$ cat src/rtl/slv_rst_ctrl_pkg.sv
// Shared types and helpers for the subordinate reset controller.
// Latency: n/a (types and a pure function only).
// Backpressure: n/a.
//
// Contents:
//   rst_state_e  - per-subordinate sequencer state
//   RstCntWidth  - width of the per-subordinate reset event counter
//   phase_done() - "this is the last cycle of a timed phase" test
package slv_rst_ctrl_pkg;

    typedef enum logic [1:0] {
        IDLE    = 2'd0,
        ISOLATE = 2'd1,
        RESET   = 2'd2,
        SETTLE  = 2'd3
    } rst_state_e;

    localparam int                     RstCntWidth = 8;
    localparam logic [RstCntWidth-1:0] RstCntMax   = 8'hFF;

    // A timed phase with limit lim lasts max(lim,1) cycles. cnt counts the
    // cycles already spent in the phase, starting at 0 on entry, so the
    // current cycle is the last one when cnt+1 reaches the limit. A limit of
    // 0 behaves like 1: the phase is left after its first cycle.
    function automatic logic phase_done(input logic [31:0] cnt,
                                        input logic [31:0] lim);
        return (lim == 32'd0) || ((cnt + 32'd1) >= lim);
    endfunction

endpackage

$ cat src/rtl/slv_rst_ctrl_if.sv
// Guard/subordinate handshake bundle for slv_rst_ctrl, one bit per subordinate.
// Latency: n/a (wires only).
// Backpressure: n/a.
//
// slave  modport: controller view (requests/isolation status in, reset/status out)
// master modport: guard + isolation stage view
interface slv_rst_ctrl_if
    import slv_rst_ctrl_pkg::*;
#(
    parameter int NumSub = 1
);
    logic [NumSub-1:0]                  rst_req_i;
    logic [NumSub-1:0]                  rst_stat_o;
    logic [NumSub-1:0]                  sub_rst_no;
    logic [NumSub-1:0]                  isolate_o;
    logic [NumSub-1:0]                  isolated_i;
    logic [NumSub-1:0]                  timeout_clr_i;
    logic [NumSub-1:0]                  timeout_o;
    logic [NumSub-1:0][RstCntWidth-1:0] rst_cnt_o;

    modport slave (
        input  rst_req_i,
        input  isolated_i,
        input  timeout_clr_i,
        output rst_stat_o,
        output sub_rst_no,
        output isolate_o,
        output timeout_o,
        output rst_cnt_o
    );

    modport master (
        output rst_req_i,
        output isolated_i,
        output timeout_clr_i,
        input  rst_stat_o,
        input  sub_rst_no,
        input  isolate_o,
        input  timeout_o,
        input  rst_cnt_o
    );

endinterface

$ cat src/rtl/slv_rst_ctrl_fsm.sv
// Reset sequencer for one subordinate: isolate, drain, reset, settle.
// Latency: isolate_o/rst_stat_o rise 1 cycle after rst_req_i is sampled; all outputs registered.
// Backpressure: requests outside IDLE are dropped, drain is bounded by the latched timeout.
//
// Ports: clk_i/rst_ni clock and async active-low reset; rst_req_i, isolated_i,
// timeout_clr_i per-subordinate controls; drain/hold/settle config, latched on
// request acceptance; isolate_o, sub_rst_no, rst_stat_o, timeout_o, rst_cnt_o
// outputs. Optional event counter: SLV_RST_CTRL_CNT_EN.
module slv_rst_ctrl_fsm
    import slv_rst_ctrl_pkg::*;
#(
    parameter int CntWidth = 8
) (
    input  logic                   clk_i,
    input  logic                   rst_ni,
    input  logic                   rst_req_i,
    input  logic                   isolated_i,
    input  logic                   timeout_clr_i,
    input  logic [CntWidth-1:0]    drain_timeout_i,
    input  logic [CntWidth-1:0]    hold_cycles_i,
    input  logic [CntWidth-1:0]    settle_cycles_i,
    output logic                   isolate_o,
    output logic                   sub_rst_no,
    output logic                   rst_stat_o,
    output logic                   timeout_o,
    output logic [RstCntWidth-1:0] rst_cnt_o
);

    localparam logic [CntWidth-1:0] CntOne = CntWidth'(1);

    rst_state_e          state;
    logic [CntWidth-1:0] cnt;
    logic [CntWidth-1:0] drain_q;
    logic [CntWidth-1:0] hold_q;
    logic [CntWidth-1:0] settle_q;
    logic [CntWidth-1:0] lim;
    logic                cnt_last;
    logic                timeout_set;

    // Limit of whichever timed phase is active.
    always_comb begin
        lim = '0;
        case (state)
            ISOLATE: lim = drain_q;
            RESET:   lim = hold_q;
            SETTLE:  lim = settle_q;
            default: lim = '0;
        endcase
    end

    assign cnt_last = phase_done(32'(cnt), 32'(lim));

    // Drain forced by the limit; a clean drain in the same cycle wins.
    assign timeout_set = (state == ISOLATE) && !isolated_i && cnt_last;

    always_ff @(posedge clk_i or negedge rst_ni) begin
        if (!rst_ni) begin
            state      <= IDLE;
            cnt        <= '0;
            drain_q    <= '0;
            hold_q     <= '0;
            settle_q   <= '0;
            isolate_o  <= 1'b0;
            sub_rst_no <= 1'b1;
            rst_stat_o <= 1'b0;
            timeout_o  <= 1'b0;
        end else begin
            case (state)
                IDLE: begin
                    if (rst_req_i) begin
                        state      <= ISOLATE;
                        cnt        <= '0;
                        drain_q    <= drain_timeout_i;
                        hold_q     <= hold_cycles_i;
                        settle_q   <= settle_cycles_i;
                        isolate_o  <= 1'b1;
                        rst_stat_o <= 1'b1;
                    end
                end
                ISOLATE: begin
                    if (isolated_i || cnt_last) begin
                        state      <= RESET;
                        cnt        <= '0;
                        sub_rst_no <= 1'b0;
                    end else begin
                        cnt <= cnt + CntOne;
                    end
                end
                RESET: begin
                    if (cnt_last) begin
                        state      <= SETTLE;
                        cnt        <= '0;
                        sub_rst_no <= 1'b1;
                    end else begin
                        cnt <= cnt + CntOne;
                    end
                end
                SETTLE: begin
                    if (cnt_last) begin
                        state      <= IDLE;
                        cnt        <= '0;
                        isolate_o  <= 1'b0;
                        rst_stat_o <= 1'b0;
                    end else begin
                        cnt <= cnt + CntOne;
                    end
                end
                default: begin
                    state      <= IDLE;
                    cnt        <= '0;
                    isolate_o  <= 1'b0;
                    sub_rst_no <= 1'b1;
                    rst_stat_o <= 1'b0;
                end
            endcase

            // Set beats clear when both land in the same cycle.
            if (timeout_set) begin
                timeout_o <= 1'b1;
            end else if (timeout_clr_i) begin
                timeout_o <= 1'b0;
            end
        end
    end

`ifdef SLV_RST_CTRL_CNT_EN
    // Counts accepted requests, saturating so a long-lived count never wraps.
    logic [RstCntWidth-1:0] rst_cnt_q;

    always_ff @(posedge clk_i or negedge rst_ni) begin
        if (!rst_ni) begin
            rst_cnt_q <= '0;
        end else if ((state == IDLE) && rst_req_i && (rst_cnt_q != RstCntMax)) begin
            rst_cnt_q <= rst_cnt_q + RstCntWidth'(1);
        end
    end

    assign rst_cnt_o = rst_cnt_q;
`else
    assign rst_cnt_o = '0;
`endif

endmodule

$ cat src/rtl/slv_rst_ctrl.sv
// Subordinate reset controller: one isolate/reset/settle sequencer per subordinate.
// Latency: sequencer outputs registered (1 cycle from request); irq_o combinational from timeout flags.
// Backpressure: none; requests arriving while a sequence is running are dropped.
//
// Ports: clk_i, rst_ni (async active-low); drain_timeout_i, hold_cycles_i,
// settle_cycles_i shared config; bus (slv_rst_ctrl_if.slave) per-subordinate
// handshake; irq_o OR of all sticky timeout flags.
// Build option: SLV_RST_CTRL_CNT_EN enables the saturating reset event counters.
module slv_rst_ctrl
    import slv_rst_ctrl_pkg::*;
#(
    parameter int NumSub   = 1,
    parameter int CntWidth = 8
) (
    input  logic                clk_i,
    input  logic                rst_ni,
    input  logic [CntWidth-1:0] drain_timeout_i,
    input  logic [CntWidth-1:0] hold_cycles_i,
    input  logic [CntWidth-1:0] settle_cycles_i,
    slv_rst_ctrl_if.slave       bus,
    output logic                irq_o
);

    logic [NumSub-1:0]                  isolate_w;
    logic [NumSub-1:0]                  sub_rst_nw;
    logic [NumSub-1:0]                  rst_stat_w;
    logic [NumSub-1:0]                  timeout_w;
    logic [NumSub-1:0][RstCntWidth-1:0] rst_cnt_w;

    for (genvar g = 0; g < NumSub; g++) begin : g_sub
        slv_rst_ctrl_fsm #(
            .CntWidth (CntWidth)
        ) u_fsm (
            .clk_i           (clk_i),
            .rst_ni          (rst_ni),
            .rst_req_i       (bus.rst_req_i[g]),
            .isolated_i      (bus.isolated_i[g]),
            .timeout_clr_i   (bus.timeout_clr_i[g]),
            .drain_timeout_i (drain_timeout_i),
            .hold_cycles_i   (hold_cycles_i),
            .settle_cycles_i (settle_cycles_i),
            .isolate_o       (isolate_w[g]),
            .sub_rst_no      (sub_rst_nw[g]),
            .rst_stat_o      (rst_stat_w[g]),
            .timeout_o       (timeout_w[g]),
            .rst_cnt_o       (rst_cnt_w[g])
        );
    end

    assign bus.isolate_o  = isolate_w;
    assign bus.sub_rst_no = sub_rst_nw;
    assign bus.rst_stat_o = rst_stat_w;
    assign bus.timeout_o  = timeout_w;
    assign bus.rst_cnt_o  = rst_cnt_w;

    assign irq_o = |timeout_w;

endmodule

$ cat src/flat_wrapper.sv
// flat-port wrapper written by rule: the top's interface ports become plain ports
module slv_rst_ctrl_flat import slv_rst_ctrl_pkg::*;
#(
    parameter int NumSub   = 1,
    parameter int CntWidth = 8
)
  (clk_i, rst_ni, drain_timeout_i, hold_cycles_i, settle_cycles_i, irq_o, bus_rst_req_i, bus_isolated_i, bus_timeout_clr_i, bus_rst_stat_o, bus_sub_rst_no, bus_isolate_o, bus_timeout_o, bus_rst_cnt_o);
  slv_rst_ctrl_if #(.NumSub(NumSub)) bus_i ();
  input  logic clk_i;
  input  logic rst_ni;
  input  logic [CntWidth-1:0] drain_timeout_i;
  input  logic [CntWidth-1:0] hold_cycles_i;
  input  logic [CntWidth-1:0] settle_cycles_i;
  output logic irq_o;
  input wire logic [$bits(bus_i.rst_req_i)-1:0] bus_rst_req_i;
  input wire logic [$bits(bus_i.isolated_i)-1:0] bus_isolated_i;
  input wire logic [$bits(bus_i.timeout_clr_i)-1:0] bus_timeout_clr_i;
  output wire logic [$bits(bus_i.rst_stat_o)-1:0] bus_rst_stat_o;
  output wire logic [$bits(bus_i.sub_rst_no)-1:0] bus_sub_rst_no;
  output wire logic [$bits(bus_i.isolate_o)-1:0] bus_isolate_o;
  output wire logic [$bits(bus_i.timeout_o)-1:0] bus_timeout_o;
  output wire logic [$bits(bus_i.rst_cnt_o)-1:0] bus_rst_cnt_o;
  assign bus_i.rst_req_i = bus_rst_req_i;
  assign bus_i.isolated_i = bus_isolated_i;
  assign bus_i.timeout_clr_i = bus_timeout_clr_i;
  assign bus_rst_stat_o = bus_i.rst_stat_o;
  assign bus_sub_rst_no = bus_i.sub_rst_no;
  assign bus_isolate_o = bus_i.isolate_o;
  assign bus_timeout_o = bus_i.timeout_o;
  assign bus_rst_cnt_o = bus_i.rst_cnt_o;
  slv_rst_ctrl #(.NumSub(NumSub), .CntWidth(CntWidth)) u_core (.clk_i(clk_i), .rst_ni(rst_ni), .drain_timeout_i(drain_timeout_i), .hold_cycles_i(hold_cycles_i), .settle_cycles_i(settle_cycles_i), .bus(bus_i), .irq_o(irq_o));
endmodule
$ cat config.mk
export PLATFORM = sky130hd
export DESIGN_NAME = slv_rst_ctrl_flat
export DESIGN_NICKNAME = d
export VERILOG_FILES = /design/src/rtl/slv_rst_ctrl_pkg.sv /design/src/rtl/slv_rst_ctrl_if.sv /design/src/rtl/slv_rst_ctrl_fsm.sv /design/src/rtl/slv_rst_ctrl.sv /design/src/flat_wrapper.sv
export SDC_FILE = /design/constraint.sdc
export NUM_CORES = 1
export LEC_CHECK = 0
export ABC_AREA = 1
export ABC_CLOCK_PERIOD_IN_PS = 2200
export CAP_MARGIN = 20
export CORE_ASPECT_RATIO = 1.75
export CORE_UTILIZATION = 47
export CTS_CLUSTER_SIZE = 25
export DETAILED_ROUTE_END_ITERATION = 7
export MAX_ROUTING_LAYER = met4
export PLACE_DENSITY_LB_ADDON = 0.05
export REMOVE_ABC_BUFFERS = 1
export SLEW_MARGIN = 20
export SYNTH_ARGS = -nofsm -noshare
export SYNTH_HDL_FRONTEND = slang
export SYNTH_SLANG_ARGS = --single-unit
export TNS_END_PERCENT = 1
$ cat constraint.sdc
create_clock -name clk_i -period 2.2 [get_ports clk_i]
set_input_delay 0.33 -clock clk_i [delete_from_list [all_inputs] [get_ports clk_i]]
set_output_delay 0.33 -clock clk_i [all_outputs]
set_load 0.005 [all_outputs]
==> flow_metrics.py, run 1 <==
metrics = {
    "worst_setup_path": {
        "cp.required_ns": 2.38,
        "crit_fanout": 7,
        "startpoint": "u_core.g_sub[0].u_fsm.state[1]$_DFFE_PN0P_",
        "critPathKind": "reg -> reg",
        "crit_chain": "inv_2 -> ha_4 -> nand2_1 -> nand3_2 -> nand2_2 -> ha_4 -> nand2_2 -> nor2_1 -> nand2_1 -> nand3_1 -> nand2_1 -> nand2_1 -> nand2_2 -> nand4_1 -> nand3_2 -> nand2_1 -> nand2_1",
        "startpoint_type": "flop",
        "arrival_ns": 2.47,
        "worstReg2RegStart": "u_core.g_sub[0].u_fsm.state[1]$_DFFE_PN0P_",
        "crit_path_end_kind": "flop",
        "path_common_cell": "nand2_1",
        "max_stage_delay_ns": 0.46,
        "crit_slowest_cell": "dfrtp_2",
    },
    "placed_design": {
        "placed_area_mm2": 0.00266,
        "post-place-ws_ns": -0.202,
        "hpwl_um": 3410,
        "dp_cells": 378,
        "place.gp.congestion": 0.904,
        "numPortBuffers": 33,
    },
    "finish": {
        "nets": 383,
        "syn_to_final_growth_pct": 39.8,
        "fin_area_mm2": 0.00310,
        "drive_above_1_share_pct": 31.3,
        "num_antenna_cells": 0,
        "fin_cells": 393,
    },
    "route": {
        "drt-total-wl_um": 4800,
        "antenna_left": 0,
        "met2WireLength_um": 2770,
        "wirelength_met1_um": 1820,
        "avgRoutedWirePerCell_um": 12.2,
        "vias": 1891,
        "route.detailed.drc": 0,
        "first_iter_violations": 37,
        "via_per_inst": 4.81,
        "firstDrtPassIters": 4,
        "highest_layer": "met4",
        "dr_wl_met3_um": 106,
    },
    "power_and_ir_drop": {
        "power.internal_mw": 2.47,
        "power_mw": 4.29,
        "p_sw_mw": 1.82,
        "power_density_mw_per_mm2": 1390,
        "p_leak_nw": 1.55,
        "switching_share_pct": 42.4,
        "p_clk_share_pct": 14.4,
        "pwr-share-comb_pct": 58.7,
        "power_frac_seq_pct": 26.9,
        "ir_worst_vdd_mv": 1.01,
    },
    "synth": {
        "ys_ff_latch": 37,
        "avgSynthCellArea_um2": 7.80,
        "yosys_warnings": 0,
        "ys_async_sr_fraction_pct": 100,
        "ys_types": 28,
        "netlist_area_mm2": 0.00221,
        "ys.flop_type": "dfrtp_1",
        "synth_edf_count": 0,
        "synthCells": 284,
        "yosysSeqAreaShare_pct": 41.9,
    },
    "sta": {
        "hold_viol": 0,
        "worst_slack_ns": -0.0912,
        "drv_slew": 0,
        "max_freq_mhz": 436,
        "period_needed_ns": 2.29,
        "rsz0062_at_grt": "yes",
        "final-setup-viol-count": 4,
        "finalCritPeriodShare_pct": 104,
        "finClkSkew_ns": 0.00430,
    },
    "status": {
        "status": "finished with violations",
        "violations": "negative setup slack",
    },
    "clocking": {
        "clock_path_buffers": 2,
        "cts_buffers": 5,
        "cts-htree-levels": 2,
        "cts_sinks": 37,
        "cts_root_buf": "clkbuf_8",
        "clk_pin_slew_ns": 0.07,
        "tritoncts": "done",
        "clk_latency_ns": 0.29,
    },
    "die": {
        "die_y_um": 92.8,
        "rows": 32,
        "die_w_um": 53.9,
        "boundaryPins": 42,
        "dieArea_mm2": 0.00500,
        "coreArea_mm2": 0.00444,
        "start_util_pct": 49.8,
    },
    "grt": {
        "grt_start_max_net_pins": 38,
        "grt_pass1_vias": 1894,
        "grt_usage_pct": 22.6,
        "grt_first_pass_wirelength_um": 8010,
        "globalRoute.totalOverflow": 0,
        "antenna_found_initial": 0,
    },
    "hold_path": {
        "min_path_type": "in -> async",
    },
    "job": {
        "maxCapViolCount": 0,
    },
}
==> registers in the layout, summed over array words and instances, names as in the netlist <==
signal / flops
u_core.g_sub.u_fsm.drain_q: 8
u_core.g_sub.u_fsm.rst_stat_o: 1
u_core.g_sub.u_fsm.cnt: 8
u_core.g_sub.u_fsm.state: 2
u_core.g_sub.u_fsm.timeout_o: 1
u_core.g_sub.u_fsm.sub_rst_no: 1
u_core.g_sub.u_fsm.hold_q: 8
u_core.g_sub.u_fsm.settle_q: 8
==> power by group through the flow <==
stage               registers [mW]  logic [mW]  clock network [mW]
global placement              1.14        2.10                   0
detailed placement            1.14        2.13                   0
finish                        1.16        2.52               0.618
floorplan                     1.09        1.41                   0
global route                  1.18        2.83               0.656
CTS                           1.13        2.32               0.631
==> worst paths after layout <==
check / cells after the start / slack, ns / endpoint
min: 2 / 0.46 / u_core.g_sub[0].u_fsm.cnt[1]$_DFFE_PN0P_
max in group asynchronous: 2 / 1.38 / u_core.g_sub[0].u_fsm.sub_rst_no$_DFFE_PN1P_
min reg2reg: 2 / 0.46 / u_core.g_sub[0].u_fsm.sub_rst_no$_DFFE_PN1P_
max: 17 / -0.09 / u_core.g_sub[0].u_fsm.state[0]$_DFFE_PN0P_
max reg2reg: 17 / -0.09 / u_core.g_sub[0].u_fsm.state[0]$_DFFE_PN0P_
min in group clk_i: 2 / 0.46 / u_core.g_sub[0].u_fsm.sub_rst_no$_DFFE_PN1P_
==> final cells by class <==
| cell class | instances | area [um2] |
|---|---|---|
| clock buffers | 6 | 82.6 |
| clock inverters | 2 | 37.5 |
| fillers | 347 | 1350 |
| inverters | 24 | 92.6 |
| flip-flops and latches | 37 | 928 |
| well taps | 51 | 63.8 |
| repair buffers | 62 | 559 |
| multi-input cells | 211 | 1330 |
==> cells in the mapped netlist (4+ instances only) <==
| cell | number | share of area [%] |
|---|---|---|
| buf_4 | 10 | 3.4 |
| clkbuf_1 | 4 | 0.68 |
| dfrtp_1 | 36 | 41 |
| ha_1 | 13 | 7.3 |
| inv_1 | 24 | 4.1 |
| nand2_1 | 129 | 22 |
| nand2_2 | 11 | 3.1 |
| nand3_1 | 12 | 2.7 |
| nand4_1 | 4 | 1.1 |
| nor2_1 | 6 | 1.0 |
| o21ai_2 | 8 | 3.2 |
| xor2_1 | 6 | 2.4 |
==> what timing repair did <==
action,4_1_cts,5_1_grt
buffers inserted,6,1
pin swaps,19,22
endpoints found under the hold margin,0,0
hold buffers,0,0
gates cloned,0,0
gates resized for setup,20,34
endpoints found under the setup margin,12,13
==> logic make-up after synthesis <==
family / synth area share, %
xor gates and xnor gates: 2.37
adders and majority gates: 7.34
DFF: 41.9
AOI/OAI and AO/OA: 4.86
and+or+nand+nor: 32.9
other: 0.169
buffers and inverters: 10.5
==> cells in the final DEF (no fill, tap or decap), types with 3 or more instances in the layout <==
cell type / synthesis / layout
buf_4: 10 / 26
buf_6: 3 / 3
clkbuf_8: 1 / 6
clkdlybuf4s50_1: 0 / 33
conb_1: 1 / 8
dfrtp_1: 36 / 35
ha_4: 0 / 9
inv_1: 24 / 20
inv_2: 0 / 3
nand2_1: 129 / 116
nand2_2: 11 / 24
nand3_1: 12 / 5
nand3_2: 1 / 7
nand4_1: 4 / 4
nor2_1: 6 / 4
o21ai_2: 8 / 8
xor2_1: 6 / 3
==> metal layers <==
| layer | global-route usage, % | up-vias |
|---|---|---|
| met5 | - | - |
| met4 | 7.46 | 0 |
| met3 | 3.94 | 10 |
| met2 | 40.7 | 29 |
| met1 | 23.1 | 885 |
| li1 | - | 967 |
==> stage by stage <==
step                      utilization (%)  hold WS (ns)  TNS (ns)
after detailed placement             59.8         0.452     -1.29
after global routing                 69.7         0.475     -1.72
after floorplan                         -        0.0344         0
after CTS                            65.5         0.464    -0.113
after global placement               59.8         0.449    -0.869
final                                69.7         0.458    -0.185
==> critical path: cells and delay by family, from the launching register on <==
family	cells	cell delay [ns]
buf+inv	1	0.10
simple gates	14	1.17
fa+ha+maj	2	0.44
flops	1	0.46
(Power assumes the default switching activity.)
==> run 2, diff against run 1 <==
--- a/config.mk
+++ b/config.mk
@@ -9,5 +9,5 @@
 export ABC_CLOCK_PERIOD_IN_PS = 2200
-export CAP_MARGIN = 20
 export CORE_ASPECT_RATIO = 1.75
-export CORE_UTILIZATION = 47
+export CORE_UTILIZATION = 49
+export CTS_BUF_LIST = sky130_fd_sc_hd__clkbuf_8
 export CTS_CLUSTER_SIZE = 25
==> constraint.sdc (replaced) <==
create_clock -name clk_i -period 2.2 [get_ports clk_i]
set_input_delay 0.44 -clock clk_i [delete_from_list [all_inputs] [get_ports clk_i]]
set_output_delay 0.44 -clock clk_i [all_outputs]
set_load 0.005 [all_outputs]
==> run 2 against run 1 <==
Compared with the run above: the flow still finishes with violations (negative setup slack); count of clock-buffer cells in the layout is the same; critical path depth shrank 1; final area grew 1.5%; critical endpoint is now u_core.g_sub[0].u_fsm.cnt[3]$_DFFE_PN0P_; largest power group unchanged.
==> flow_metrics.py, run 2 (synthesis gave the netlist of run 1 again) <==
metrics = {
    "power_and_ir_drop": {
        "power_density_mw_per_mm2": 1460,
        "pwr-share-comb_pct": 60.9,
        "p_clk_share_pct": 13.6,
        "p_leak_nw": 1.55,
        "power_frac_seq_pct": 25.5,
        "ir_worst_vdd_mv": 1.03,
        "power.internal_mw": 2.59,
        "p_sw_mw": 1.99,
        "switching_share_pct": 43.5,
    },
    "sta": {
        "finalCritPeriodShare_pct": 104,
        "setup-tns-final_ns": -0.650,
        "final-setup-viol-count": 11,
        "max_freq_mhz": 437,
        "finClkSkew_ns": 0.00575,
        "hold_viol": 0,
        "drv_slew": 0,
        "hold_ws_ns": 0.472,
        "rsz0062_at_grt": "yes",
        "period_needed_ns": 2.29,
        "worst_slack_ns": -0.0871,
    },
    "grt": {
        "antenna_found_initial": 0,
        "grt_usage_pct": 23.7,
        "grt_start_max_net_pins": 38,
        "grt_pass1_vias": 1854,
        "grt_first_pass_wirelength_um": 8200,
        "globalRoute.totalOverflow": 0,
    },
    "placed_design": {
        "post-place-ws_ns": -0.246,
        "numPortBuffers": 33,
        "place.gp.congestion": 0.845,
        "hpwl_um": 3490,
    },
    "finish": {
        "multi_input_area_mm2": 0.00139,
        "final_common_cell": "nand2_1",
        "num_antenna_cells": 0,
        "syn_to_final_growth_pct": 42.0,
        "final_cell_mix": "nand2_1, clkdlybuf4s50_1, dfrtp_1, nand2_2, buf_4",
        "register_area_um2": 933,
        "fillCellCount": 362,
        "drive_above_1_share_pct": 35.6,
        "nets": 381,
    },
    "route": {
        "via_per_inst": 4.96,
        "vias": 1940,
        "route.detailed.drc": 0,
        "drt-total-wl_um": 5150,
        "avgRoutedWirePerCell_um": 13.2,
        "first_iter_violations": 53,
        "firstDrtPassIters": 6,
        "antenna_left": 0,
    },
    "clocking": {
        "hold_buffers": 0,
        "clk_pin_slew_ns": 0.08,
        "cts_buffers": 5,
        "cts_root_buf": "clkbuf_8",
        "cts-htree-levels": 2,
        "tritoncts": "done",
        "clk_latency_ns": 0.29,
        "clock_path_buffers": 2,
        "cts_sinks": 37,
    },
    "hold_path": {
        "min_path_type": "reg -> reg",
    },
    "die": {
        "start_util_pct": 50.7,
        "die_y_um": 90.9,
        "boundaryPins": 42,
        "dieArea_mm2": 0.00480,
        "rows": 32,
        "die_w_um": 52.8,
        "coreArea_mm2": 0.00436,
    },
    "worst_setup_path": {
        "arrival_ns": 2.50,
        "critPathKind": "reg -> reg",
        "crit_path_end_kind": "flop",
        "crit_fanout": 7,
        "reg2reg_setup_slack_ns": -0.09,
        "startpoint_type": "flop",
        "cp.required_ns": 2.41,
    },
    "status": {
        "violations": "negative setup slack",
        "status": "finished with violations",
    },
    "job": {
        "maxCapViolCount": 0,
    },
}
[run 2: changes by cell type in the layout (fill, tap and decap cells not counted), sizes merged]
cell and delta:
buf -2
[run 2: metal layers]
metal / up-vias / track usage [%] / share of wire, %
met1: 932 / 26.8 / 39
li1: 965 / - / -
met5: - / - / 0
met3: 13 / 3.85 / 1.8
met2: 30 / 39.1 / 56
met4: 0 / 11.2 / 3.0
[run 2: repair_timing]
| action | CTS | global route |
|---|---|---|
| gates resized for setup | 24 | 49 |
| setup endpoints to repair | 13 | 13 |
| pin swaps | 12 | 37 |
| buffers inserted | 2 | 5 |
[run 2: cell type report]
type	count	share of cell area [%]
multi-input cells	211	44.2
clock inverters	2	1.19
clock buffers	6	2.63
repair buffers	60	17.3
inverters	24	2.94
well taps	51	2.03
flip-flops and latches	37	29.7
[run 2: path summary, 6_finish.rpt]
path,from,end,cells after the start
worst max-delay path,u_core.g_sub[0].u_fsm.cnt[1]$_DFFE_PN0P_,u_core.g_sub[0].u_fsm.cnt[3]$_DFFE_PN0P_,16
worst min-delay path,u_core.g_sub[0].u_fsm.sub_rst_no$_DFFE_PN1P_,u_core.g_sub[0].u_fsm.sub_rst_no$_DFFE_PN1P_,2
worst max register to register,u_core.g_sub[0].u_fsm.cnt[1]$_DFFE_PN0P_,u_core.g_sub[0].u_fsm.cnt[3]$_DFFE_PN0P_,16
worst min register to register,u_core.g_sub[0].u_fsm.sub_rst_no$_DFFE_PN1P_,u_core.g_sub[0].u_fsm.sub_rst_no$_DFFE_PN1P_,2
max in group asynchronous,rst_ni,u_core.g_sub[0].u_fsm.cnt[1]$_DFFE_PN0P_,2
min in group asynchronous,rst_ni,u_core.g_sub[0].u_fsm.cnt[2]$_DFFE_PN0P_,2
[run 2: stage by stage]
step / area (um2) / util, % / instances / power [mW]
CTS: 2890 / 66.2 / 386 / 3.99
floorplan: 2100 / - / 272 / 2.50
finish: 3140 / 72.0 / 391 / 4.58
detailed placement: 2640 / 60.6 / 376 / 3.21
global route: 3140 / 72.0 / 391 / 4.96
global placement: 2640 / 60.6 / 376 / 3.18
[run 2: worst max-delay path: stages (launching register included)]
cell and delay, ns:
dfrtp_2 0.45, ha_4 0.18, nand3_4 0.10, xor2_2 0.26
ha_4 0.27, nand2_4 0.07, inv_1 0.04, nand2_1 0.06
nand3_2 0.08, nand2_1 0.06, nand2_1 0.05, nand2_2 0.08
buf_6 0.11, nand2_8 0.06, nor2_8 0.19, nand2_2 0.08
o21ai_2 0.06
[run 2: power groups by stage]
stage          Sequential [mW]  Clock [mW]  Combinational (mW)
2_1_floorplan             1.09           0                1.41
3_3_place_gp              1.14           0                2.04
3_5_place_dp              1.14           0                2.07
4_1_cts                   1.14       0.632                2.21
5_1_grt                   1.20       0.666                3.09
6_report                  1.17       0.625                2.79
